==> config.mk <==
export PLATFORM = sky130hd
export DESIGN_NAME = ex_muldiv_flat
export DESIGN_NICKNAME = d
export VERILOG_FILES = /design/src/rtl/ex_muldiv_pkg.sv /design/src/rtl/ex_muldiv_if.sv /design/src/rtl/ex_muldiv_div_core.sv /design/src/rtl/ex_muldiv.sv /design/src/flat_wrapper.sv
export SDC_FILE = /design/constraint.sdc
export NUM_CORES = 1
export LEC_CHECK = 0
export CAP_MARGIN = 20
export CORE_ASPECT_RATIO = 0.7
export CORE_UTILIZATION = 45
export CTS_CLUSTER_DIAMETER = 100
export CTS_CLUSTER_SIZE = 30
export DETAILED_ROUTE_END_ITERATION = 16
export GPL_ROUTABILITY_DRIVEN = 0
export GPL_TIMING_DRIVEN = 0
export PLACE_DENSITY = 0.65
export RECOVER_POWER = 25
export SLEW_MARGIN = 40
export SYNTH_ARGS = -nofsm -noshare
export SYNTH_HDL_FRONTEND = slang
export SYNTH_SLANG_ARGS = --single-unit
export TNS_END_PERCENT = 30
==> constraint.sdc <==
create_clock -name i_clk -period 11.3 [get_ports i_clk]
set_input_delay 3.39 -clock i_clk [delete_from_list [all_inputs] [get_ports i_clk]]
set_output_delay 3.39 -clock i_clk [all_outputs]
set_load 0.02 [all_outputs]
==> src/rtl/ex_muldiv_pkg.sv <==
// Shared opcode constants, RV32M funct3 encoding and FSM state type for the EX-stage
// multiply/divide unit.
package ex_muldiv_pkg;

  localparam logic [6:0] OPC_OP    = 7'b0110011;
  localparam logic [6:0] F7_MULDIV = 7'b0000001;

  typedef enum logic [2:0] {
    OP_MUL    = 3'b000,
    OP_MULH   = 3'b001,
    OP_MULHSU = 3'b010,
    OP_MULHU  = 3'b011,
    OP_DIV    = 3'b100,
    OP_DIVU   = 3'b101,
    OP_REM    = 3'b110,
    OP_REMU   = 3'b111
  } muldiv_op_e;

  typedef enum logic [1:0] {
    ST_IDLE,
    ST_BUSY,
    ST_DONE
  } muldiv_state_e;

endpackage

==> src/rtl/ex_muldiv_if.sv <==
// EX-stage bundle between the ID/EX register / writeback mux and the mul/div unit.
interface ex_muldiv_if;

  logic        i_insn_vld;
  logic [31:0] i_instr;
  logic [31:0] i_rs1_data;
  logic [31:0] i_rs2_data;
  logic        i_flush;
  logic        o_stall;
  logic        o_busy;
  logic        o_result_vld;
  logic [31:0] o_result;

  modport slave (
    input  i_insn_vld, i_instr, i_rs1_data, i_rs2_data, i_flush,
    output o_stall, o_busy, o_result_vld, o_result
  );

  modport master (
    output i_insn_vld, i_instr, i_rs1_data, i_rs2_data, i_flush,
    input  o_stall, o_busy, o_result_vld, o_result
  );

endinterface

==> src/rtl/ex_muldiv_div_core.sv <==
// Restoring divider datapath on unsigned magnitudes: start loads the operands,
// each step retires one quotient bit, MSB first.
module ex_muldiv_div_core (
  input  logic        clk_i,
  input  logic        rst_ni,
  input  logic        start_i,
  input  logic        step_i,
  input  logic [31:0] dividend_i,
  input  logic [31:0] divisor_i,
  output logic [31:0] quotient_o,
  output logic [31:0] remainder_o
);

  logic [31:0] rem_q, rem_d;
  logic [31:0] quo_q, quo_d;
  logic [31:0] dvs_q;
  logic [32:0] shifted;
  logic [32:0] diff;

  // Bit 32 of the difference is set exactly when the trial subtraction borrows.
  always_comb begin
    shifted = {rem_q, quo_q[31]};
    diff    = shifted - {1'b0, dvs_q};
    if (!diff[32]) begin
      rem_d = diff[31:0];
      quo_d = {quo_q[30:0], 1'b1};
    end else begin
      rem_d = shifted[31:0];
      quo_d = {quo_q[30:0], 1'b0};
    end
  end

  always_ff @(posedge clk_i or negedge rst_ni) begin
    if (!rst_ni) begin
      rem_q <= '0;
      quo_q <= '0;
      dvs_q <= '0;
    end else if (start_i) begin
      rem_q <= '0;
      quo_q <= dividend_i;
      dvs_q <= divisor_i;
    end else if (step_i) begin
      rem_q <= rem_d;
      quo_q <= quo_d;
    end
  end

  assign quotient_o  = quo_q;
  assign remainder_o = rem_q;

endmodule

==> src/rtl/ex_muldiv.sv <==
// RV32M multiply/divide unit for the EX stage; holds the pipeline front while busy.
// Define MULDIV_FAST_MUL_EN for a single-cycle registered multiply (divide stays iterative).
module ex_muldiv
  import ex_muldiv_pkg::*;
#(
  parameter int XLEN = 32
) (
  input logic        i_clk,
  input logic        i_rst_n,
  ex_muldiv_if.slave bus
);

  muldiv_state_e     state_q, state_d;
  muldiv_op_e        opIn, op_q;
  logic [4:0]        cnt_q;
  logic              isM, isDivIn, aSigned, bSigned, aNeg, bNeg, divZero, divOvf;
  logic [XLEN-1:0]   opA, opB, aAbs, bAbs, specialRes, specialRes_q, mcand_q;
  logic              negQuo_q, negRem_q, special_q, startOp, stepOp;
  logic [2*XLEN-1:0] prod_q, prodFix;
  logic [XLEN:0]     mulSum;
  logic [XLEN-1:0]   quo, rem, quoFix, remFix;
  logic              unused_instr;

  assign opA          = bus.i_rs1_data;
  assign opB          = bus.i_rs2_data;
  assign unused_instr = ^{bus.i_instr[24:15], bus.i_instr[11:7]};

  // Decode and operand conditioning for the instruction currently sitting in EX.
  always_comb begin
    opIn    = muldiv_op_e'(bus.i_instr[14:12]);
    isM     = bus.i_insn_vld && (bus.i_instr[6:0] == OPC_OP) && (bus.i_instr[31:25] == F7_MULDIV);
    isDivIn = opIn[2];
    if (isDivIn) begin
      aSigned = ~opIn[0];
      bSigned = ~opIn[0];
    end else begin
      aSigned = (opIn != OP_MULHU);
      bSigned = (opIn == OP_MUL) || (opIn == OP_MULH);
    end
    aNeg       = aSigned & opA[XLEN-1];
    bNeg       = bSigned & opB[XLEN-1];
    aAbs       = aNeg ? -opA : opA;
    bAbs       = bNeg ? -opB : opB;
    divZero    = isDivIn && (opB == '0);
    divOvf     = isDivIn && aSigned && (opA == {1'b1, {(XLEN-1){1'b0}}}) && (opB == '1);
    specialRes = divZero ? (opIn[1] ? opA : '1)
                         : (opIn[1] ? '0 : {1'b1, {(XLEN-1){1'b0}}});
  end

`ifdef MULDIV_FAST_MUL_EN
  logic signed [2*XLEN+1:0] fastProd;
  logic                     unused_fast;
  assign fastProd    = $signed({aNeg, opA}) * $signed({bNeg, opB});
  assign unused_fast = ^fastProd[2*XLEN+1:2*XLEN];
`endif

  always_ff @(posedge i_clk or negedge i_rst_n) begin
    if (!i_rst_n) state_q <= ST_IDLE;
    else          state_q <= state_d;
  end

  always_comb begin
    state_d = state_q;
    unique case (state_q)
      ST_IDLE: begin
        if (isM) begin
          if (divZero || divOvf) state_d = ST_DONE;
`ifdef MULDIV_FAST_MUL_EN
          else if (!isDivIn)     state_d = ST_DONE;
`endif
          else                   state_d = ST_BUSY;
        end
      end
      ST_BUSY: if (cnt_q == 5'd31) state_d = ST_DONE;
      ST_DONE: state_d = ST_IDLE;
      default: state_d = ST_IDLE;
    endcase
    if (bus.i_flush) state_d = ST_IDLE;
  end

  // Unsigned shift-add multiply: the multiplier sits in the low half of prod_q.
  assign mulSum = {1'b0, prod_q[2*XLEN-1:XLEN]} + (prod_q[0] ? {1'b0, mcand_q} : '0);

  always_ff @(posedge i_clk or negedge i_rst_n) begin
    if (!i_rst_n) begin
      op_q         <= OP_MUL;
      cnt_q        <= '0;
      negQuo_q     <= 1'b0;
      negRem_q     <= 1'b0;
      special_q    <= 1'b0;
      specialRes_q <= '0;
      mcand_q      <= '0;
      prod_q       <= '0;
    end else if (startOp) begin
      op_q         <= opIn;
      cnt_q        <= '0;
      negQuo_q     <= aNeg ^ bNeg;
      negRem_q     <= aNeg;
      special_q    <= divZero | divOvf;
      specialRes_q <= specialRes;
      mcand_q      <= aAbs;
      prod_q       <= {{XLEN{1'b0}}, bAbs};
`ifdef MULDIV_FAST_MUL_EN
      if (!isDivIn) begin
        prod_q   <= fastProd[2*XLEN-1:0];
        negQuo_q <= 1'b0;
      end
`endif
    end else if (stepOp) begin
      cnt_q <= cnt_q + 5'd1;
      if (!op_q[2]) prod_q <= {mulSum, prod_q[XLEN-1:1]};
    end
  end

  ex_muldiv_div_core u_div (
    .clk_i       (i_clk),
    .rst_ni      (i_rst_n),
    .start_i     (startOp & isDivIn),
    .step_i      (stepOp & op_q[2]),
    .dividend_i  (aAbs),
    .divisor_i   (bAbs),
    .quotient_o  (quo),
    .remainder_o (rem)
  );

  // Stall is forced low by reset and by flush so the pipeline never freezes on a dead op.
  always_comb begin
    startOp          = (state_q == ST_IDLE) && isM && !bus.i_flush;
    stepOp           = (state_q == ST_BUSY) && !bus.i_flush;
    bus.o_stall      = i_rst_n && !bus.i_flush &&
                       (((state_q == ST_IDLE) && isM) || (state_q == ST_BUSY));
    bus.o_busy       = (state_q != ST_IDLE);
    bus.o_result_vld = (state_q == ST_DONE) && !bus.i_flush;
    prodFix          = negQuo_q ? -prod_q : prod_q;
    quoFix           = negQuo_q ? -quo : quo;
    remFix           = negRem_q ? -rem : rem;
    bus.o_result     = '0;
    if (state_q == ST_DONE) begin
      if (special_q)      bus.o_result = specialRes_q;
      else if (op_q[2])   bus.o_result = op_q[1] ? remFix : quoFix;
      else if (op_q == OP_MUL) bus.o_result = prodFix[XLEN-1:0];
      else                bus.o_result = prodFix[2*XLEN-1:XLEN];
    end
  end

endmodule
==> src/flat_wrapper.sv <==
// flat-port wrapper written by rule: the top's interface ports become plain ports
module ex_muldiv_flat import ex_muldiv_pkg::*;
#(
  parameter int XLEN = 32
)
  (i_clk, i_rst_n, bus_i_insn_vld, bus_i_instr, bus_i_rs1_data, bus_i_rs2_data, bus_i_flush, bus_o_stall, bus_o_busy, bus_o_result_vld, bus_o_result);
  ex_muldiv_if bus_i ();
  input logic i_clk;
  input logic i_rst_n;
  input wire logic [$bits(bus_i.i_insn_vld)-1:0] bus_i_insn_vld;
  input wire logic [$bits(bus_i.i_instr)-1:0] bus_i_instr;
  input wire logic [$bits(bus_i.i_rs1_data)-1:0] bus_i_rs1_data;
  input wire logic [$bits(bus_i.i_rs2_data)-1:0] bus_i_rs2_data;
  input wire logic [$bits(bus_i.i_flush)-1:0] bus_i_flush;
  output wire logic [$bits(bus_i.o_stall)-1:0] bus_o_stall;
  output wire logic [$bits(bus_i.o_busy)-1:0] bus_o_busy;
  output wire logic [$bits(bus_i.o_result_vld)-1:0] bus_o_result_vld;
  output wire logic [$bits(bus_i.o_result)-1:0] bus_o_result;
  assign bus_i.i_insn_vld = bus_i_insn_vld;
  assign bus_i.i_instr = bus_i_instr;
  assign bus_i.i_rs1_data = bus_i_rs1_data;
  assign bus_i.i_rs2_data = bus_i_rs2_data;
  assign bus_i.i_flush = bus_i_flush;
  assign bus_o_stall = bus_i.o_stall;
  assign bus_o_busy = bus_i.o_busy;
  assign bus_o_result_vld = bus_i.o_result_vld;
  assign bus_o_result = bus_i.o_result;
  ex_muldiv #(.XLEN(XLEN)) u_core (.i_clk(i_clk), .i_rst_n(i_rst_n), .bus(bus_i));
endmodule
* Yosys cells after proc, flatten, opt, wreduce, memory -nomap -nowiden
Index checks and enable logic that the tools add are counted.
** Operators by class
- $add $sub $neg :: 8
- Multiply operators :: 0
- Divide/modulo/power cells :: 0
- Magnitude comparators :: 0
- Equality and inequality tests :: 12
- Shifts and indexed selects :: 0
- Mux-type cells :: 32
- Bitwise logic cells :: 7
- Reduce and logical (&&, ||, !) cells :: 25
** Operators by type and width (count)
- $mux W32 :: 18
- $mux W64 :: 4
- $neg A32 Y32 :: 4
- $eq A32 B32 Y1 const B :: 2
- $neg A64 Y64 :: 1
- $add A32 B33 Y33 :: 1
- $sub A33 B32 Y33 :: 1
- $logic_not A32 Y1 :: 1
- $logic_and A1 B1 Y1 :: 12
- $mux W5 :: 2
- $ne A3 B2 Y1 const B :: 3
- $mux W2 :: 4
- $eq A7 B1 Y1 const B :: 1
- $eq A7 B6 Y1 const B :: 1
- $logic_not A3 Y1 :: 2
- $reduce_bool A2 Y1 :: 3
- $add A5 B1 Y5 const B :: 1
- $eq A5 B5 Y1 const B :: 1
- $and A1 B1 Y1 :: 4
- $pmux W2 S2 :: 1
- $reduce_and A2 Y1 :: 2
- $eq A3 B1 Y1 const B :: 1
- $logic_or A1 B1 Y1 :: 3
- $mux W1 :: 3
- 8 further kinds :: 8
** Storage, ports and cells
- Register bits :: 237
- Bits in latches :: 0
- RAM bits :: 0
- Memory bits (read-only) :: 0
- Input port bits :: 100
- Output and inout bits :: 35
- Word-level logic and storage cells :: 96
- Memories kept :: 0

* Depth between registers and ports, before layout
- Word-level depth :: 10
- Depth in mapped cells :: 14
- Gate-level depth less buffers :: 12

* Hierarchy
A second synthesis with hierarchy kept.
** Second synthesis, totals
- Cell total of the unflattened synthesis :: 2392
- Area, all modules :: 19154.6 µm²
** By module, submodules not included
- ex_muldiv :: instances 1, cells an instance 1678, area an instance 12893.6 µm², sequential area each 3528.4 µm²
- ex_muldiv_div_core :: instances 1, cells an instance 714, area an instance 6261.0 µm², sequential area each 2402.3 µm²

* Least setup slack after synthesis
No wires, ideal clock.
- Path kind :: input-to-output
- From :: input port bus_i_instr[2]
- To :: output port bus_o_stall
- Arrival time :: 4.421 ns
- Data required time :: 7.910 ns
- Setup slack :: 3.489 ns
- Stages on the path :: 4
- Buffers on the path :: 0
- Cell sequence :: nor4bb_1 -> nand4_1 -> a211oi_1 -> and2_1
** Between the ends
- Longest elaborated chain between the ends :: 6
** RTL lines
- start, declared :: line flat_wrapper.sv:11 : input wire logic [$bits(bus_i.i_instr)-1:0] bus_i_instr;
- $eq A7 B6 Y1 :: line ex_muldiv.sv:31 : isM = bus.i_insn_vld && (bus.i_instr[6:0] == OPC_OP) && (bus.i_instr[31:25] == F7_MULDIV);
- $logic_and A1 B1 Y1 (2 in a row) :: line ex_muldiv.sv:31
- $logic_and A1 B1 Y1 :: line ex_muldiv.sv:131 : (((state_q == ST_IDLE) && isM) || (state_q == ST_BUSY));
- $logic_or A1 B1 Y1 :: line ex_muldiv.sv:131
- $logic_and A1 B1 Y1 :: line ex_muldiv.sv:130 : bus.o_stall = i_rst_n && !bus.i_flush &&
- end, declared :: line flat_wrapper.sv:15 : output wire logic [$bits(bus_i.o_stall)-1:0] bus_o_stall;
Every way passes these cells.

* Final worst setup path
- From :: input port i_rst_n
- To :: output port bus_o_stall
** Between the ends
- Longest elaborated chain between the ends :: 2
** RTL lines
- start, declared :: line flat_wrapper.sv:9 : input logic i_rst_n;
- $logic_and A1 B1 Y1 (2 in a row) :: line ex_muldiv.sv:130
Every way passes these cells.

==> flow_summary.toml <==
[routing]
wl_per_cell_um = 25.5
vias = 19072
dr.first_iter.drc_count = 2823
ant_nets = 0
vias_per_cell = 6.51
drc = 0
wl_met1_um = 32400
drtPass1Iterations = 9
finalWirelength_um = 74800
wl_met2_um = 29300
dr_wl_met3_um = 11500
highest_layer = "met5"

[timing]
fmax_ghz = 0.104
skew_ps = 22.4
hold_violations = 0
slew_headroom = -1.31
fin_crit_ps = 9590
final.setup.tns_ps = 0
worstMarginPinSlew_ps = 3470
hold_ws_ps = 493
final_max_slew_viol_count = 100
setup_viol = 0
period_share = 0.848
rsz0062_at_grt = "no"

[cells_and_area]
seqCellArea_um2 = 5930
area_growth_pct = 12.8
stdcell_count = 2930
nNetsFinal = 2563
multi_input_area_um2 = 11800
fill_cells = 3922
layout-drive-gt1-share = 0.0409

[run_status]
violations = "max-capacitance violations, max-slew violations"
status = "complete, but fails checks"

[setup_path]
critPathLaunchType = "primary input"
slowest_delay_ps = 1530
path_class = "in2out"
cp-end-kind = "primary output"
arrival_ps = 6200
crit_required_ps = 7910
crit_slowest_cell = "clkbuf_1"
crit_fanout = 74
crit_chain = "clkbuf_1, buf_16, and2_1, clkdlybuf4s50_1"

[cts]
tritoncts = "yes"
clkSinkCount = 237
post_cts_resize_count = 0
numCtsBuffers = 12
post-cts-setup-buffers = 0
clock_path_buffers = 3
cts_hold_buf = 0
clock_latency_ps = 520
clkTransAtPathRegs_ps = 130
cts-root-buf = "clkbuf_16"
htree_levels = 1

[logic_synthesis]
synth_enable_flop_cells = 0
netlist_area_um2 = 18500
syn_nets = 2426
synth_area_leaders = "dfrtp_1 32%, o21ai_0 7.0%, xnor2_1 5.5%"
synth_area_per_cell_um2 = 8.23
synth-async-reset-ratio = 1.00
synthCells = 2252
synth_top_area_frac = 0.320
yosys.area.top_type = "dfrtp_1"
synth_warnings = 0
synth_commonest_cells = "261 x o21ai_0, 259 x nand2_1, 237 x dfrtp_1"
synth_seq_area_share = 0.320
synth_flop_cell = "dfrtp_1"
synth.distinct_cells = 92
synthMostInstantiatedCell = "o21ai_0"
ys_ff_latch = 237

[placement]
io_buffers = 119
dp_hpwl_um = 59600
place_inst = 2910

[floorplanning]
die_y_um = 172
die_w_um = 245
ios = 135
initial_core_util = 0.462
placementRows = 61
fp.coreArea_um2 = 40100
die_area_um2 = 42000

[power_and_ir_drop]
peakVddDrop_uv = 81.3
power_density_nw_per_um2 = 82.1
total_power_mw = 1.72
static-leakage-power_nw = 9.33

[min_path]
hp-class = "reg2reg"

[global_route]
overflow = 0
grt_max_degree = 75
grt_pass1_vias = 17487
grt.total_usage = 0.351
grt_pass1_wl_um = 111000
antenna_found_initial = 4

[job]
drv_cap = 2
[layer usage]
| metal | track usage | up-vias |
|---|---|---|
| met5 | 0 | - |
| met4 | 0.0658 | 2 |
| met3 | 0.130 | 121 |
| met2 | 0.483 | 1250 |
| met1 | 0.518 | 9221 |
| li1 | - | 8478 |
[final timing paths]
kind / startpoint / end / slack (ps) / cells after the start
worst max-delay path: i_rst_n / bus_o_stall / 1710 / 4
worst min-delay path: u_core.specialRes_q[3] / u_core.specialRes_q[3] / 490 / 2
worst max register to register: u_core.u_div.remainder_o[0] / u_core.u_div.remainder_o[29] / 6600 / 12
worst min register to register: u_core.specialRes_q[3] / u_core.specialRes_q[3] / 490 / 2
max in group asynchronous: i_rst_n / u_core.prod_q[22] / 3620 / 2
min in group asynchronous: i_rst_n / u_core.prod_q[52] / 3500 / 1
[layout make-up]
type,count,area share
multi-input combinational,1813,0.564
sequential,237,0.284
timing repair buffer,123,0.0597
tap,535,0.0320
buffer,136,0.0287
clock buffer,14,0.0162
inverter,66,0.0118
clock inverter,5,0.00431
antenna,1,0.000120
[cell families (layout without fill, tap and decap cells)]
| kind of cell | after synthesis | in the layout | share of synthesized area |
|---|---|---|---|
| buffers and inverters | 202 | 344 | 0.0456 |
| other | 0 | 1 | 0 |
| AND/OR/NAND/NOR | 728 | 728 | 0.196 |
| adder cells (fa/ha/maj) | 74 | 74 | 0.0508 |
| multiplexers | 38 | 38 | 0.0209 |
| XOR/XNOR | 222 | 222 | 0.105 |
| AO/OA/AOI/OAI | 751 | 751 | 0.262 |
| flip-flops | 237 | 237 | 0.320 |
[power breakdown]
group	internal, mW	switching, mW
clock network	0.269	0.322
registers	0.856	0.0151
logic	0.0906	0.165
[worst max-delay path: cells and delay by family]
kind | cells | cell delay (ps)
buf+inv | 3 | 2530
simple gates | 1 | 190
[registers in the layout (all words and copies together) (netlist names)]
register and flops:
u_core.cnt_q 5, u_core.mcand_q 32, u_core.negQuo_q 1, u_core.negRem_q 1
u_core.op_q 3, u_core.prod_q 64, u_core.specialRes_q 32, u_core.special_q 1
u_core.state_q 2, u_core.u_div.dvs_q 32, u_core.u_div.quotient_o 32, u_core.u_div.remainder_o 32
[cells in the final DEF, fill, tap and decap left out, types with 10 or more instances in the layout]
| cell type | instances |
|---|---|
| o21ai_0 | 261 |
| nand2_1 | 259 |
| dfrtp_1 | 237 |
| nor2_1 | 132 |
| a21oi_1 | 124 |
| clkdlybuf4s50_1 | 118 |
| xnor2_1 | 116 |
| clkbuf_1 | 111 |
| xor2_1 | 106 |
| o31ai_1 | 76 |
| ha_1 | 72 |
| inv_1 | 65 |
| nand3_1 | 52 |
| a22oi_1 | 52 |
| and2_1 | 44 |
| a21o_1 | 40 |
| nor2b_1 | 38 |
| nor3_1 | 36 |
| mux2i_1 | 33 |
| nand4_1 | 29 |
| nor4_1 | 21 |
| a22o_1 | 21 |
| or4_1 | 20 |
| or3_1 | 18 |
| nand2b_1 | 16 |
| o41ai_1 | 16 |
| a31oi_1 | 15 |
| o211ai_1 | 15 |
| a211oi_1 | 14 |
| a221oi_1 | 13 |
| clkbuf_16 | 13 |
| a221o_1 | 12 |
| o21a_1 | 12 |
| and3_1 | 12 |
| or2_2 | 10 |
[through the flow]
step | utilization | area (µm²) | worst slack [ps]
after floorplan | - | 18500 | 3490
after global routing | 0.521 | 20900 | 1310
final | 0.521 | 20900 | 1710
after detailed placement | 0.511 | 20500 | 2000
after CTS | 0.521 | 20900 | 1990
after global placement | 0.508 | 20400 | -5510
Power figures use the tool's default switching activity.
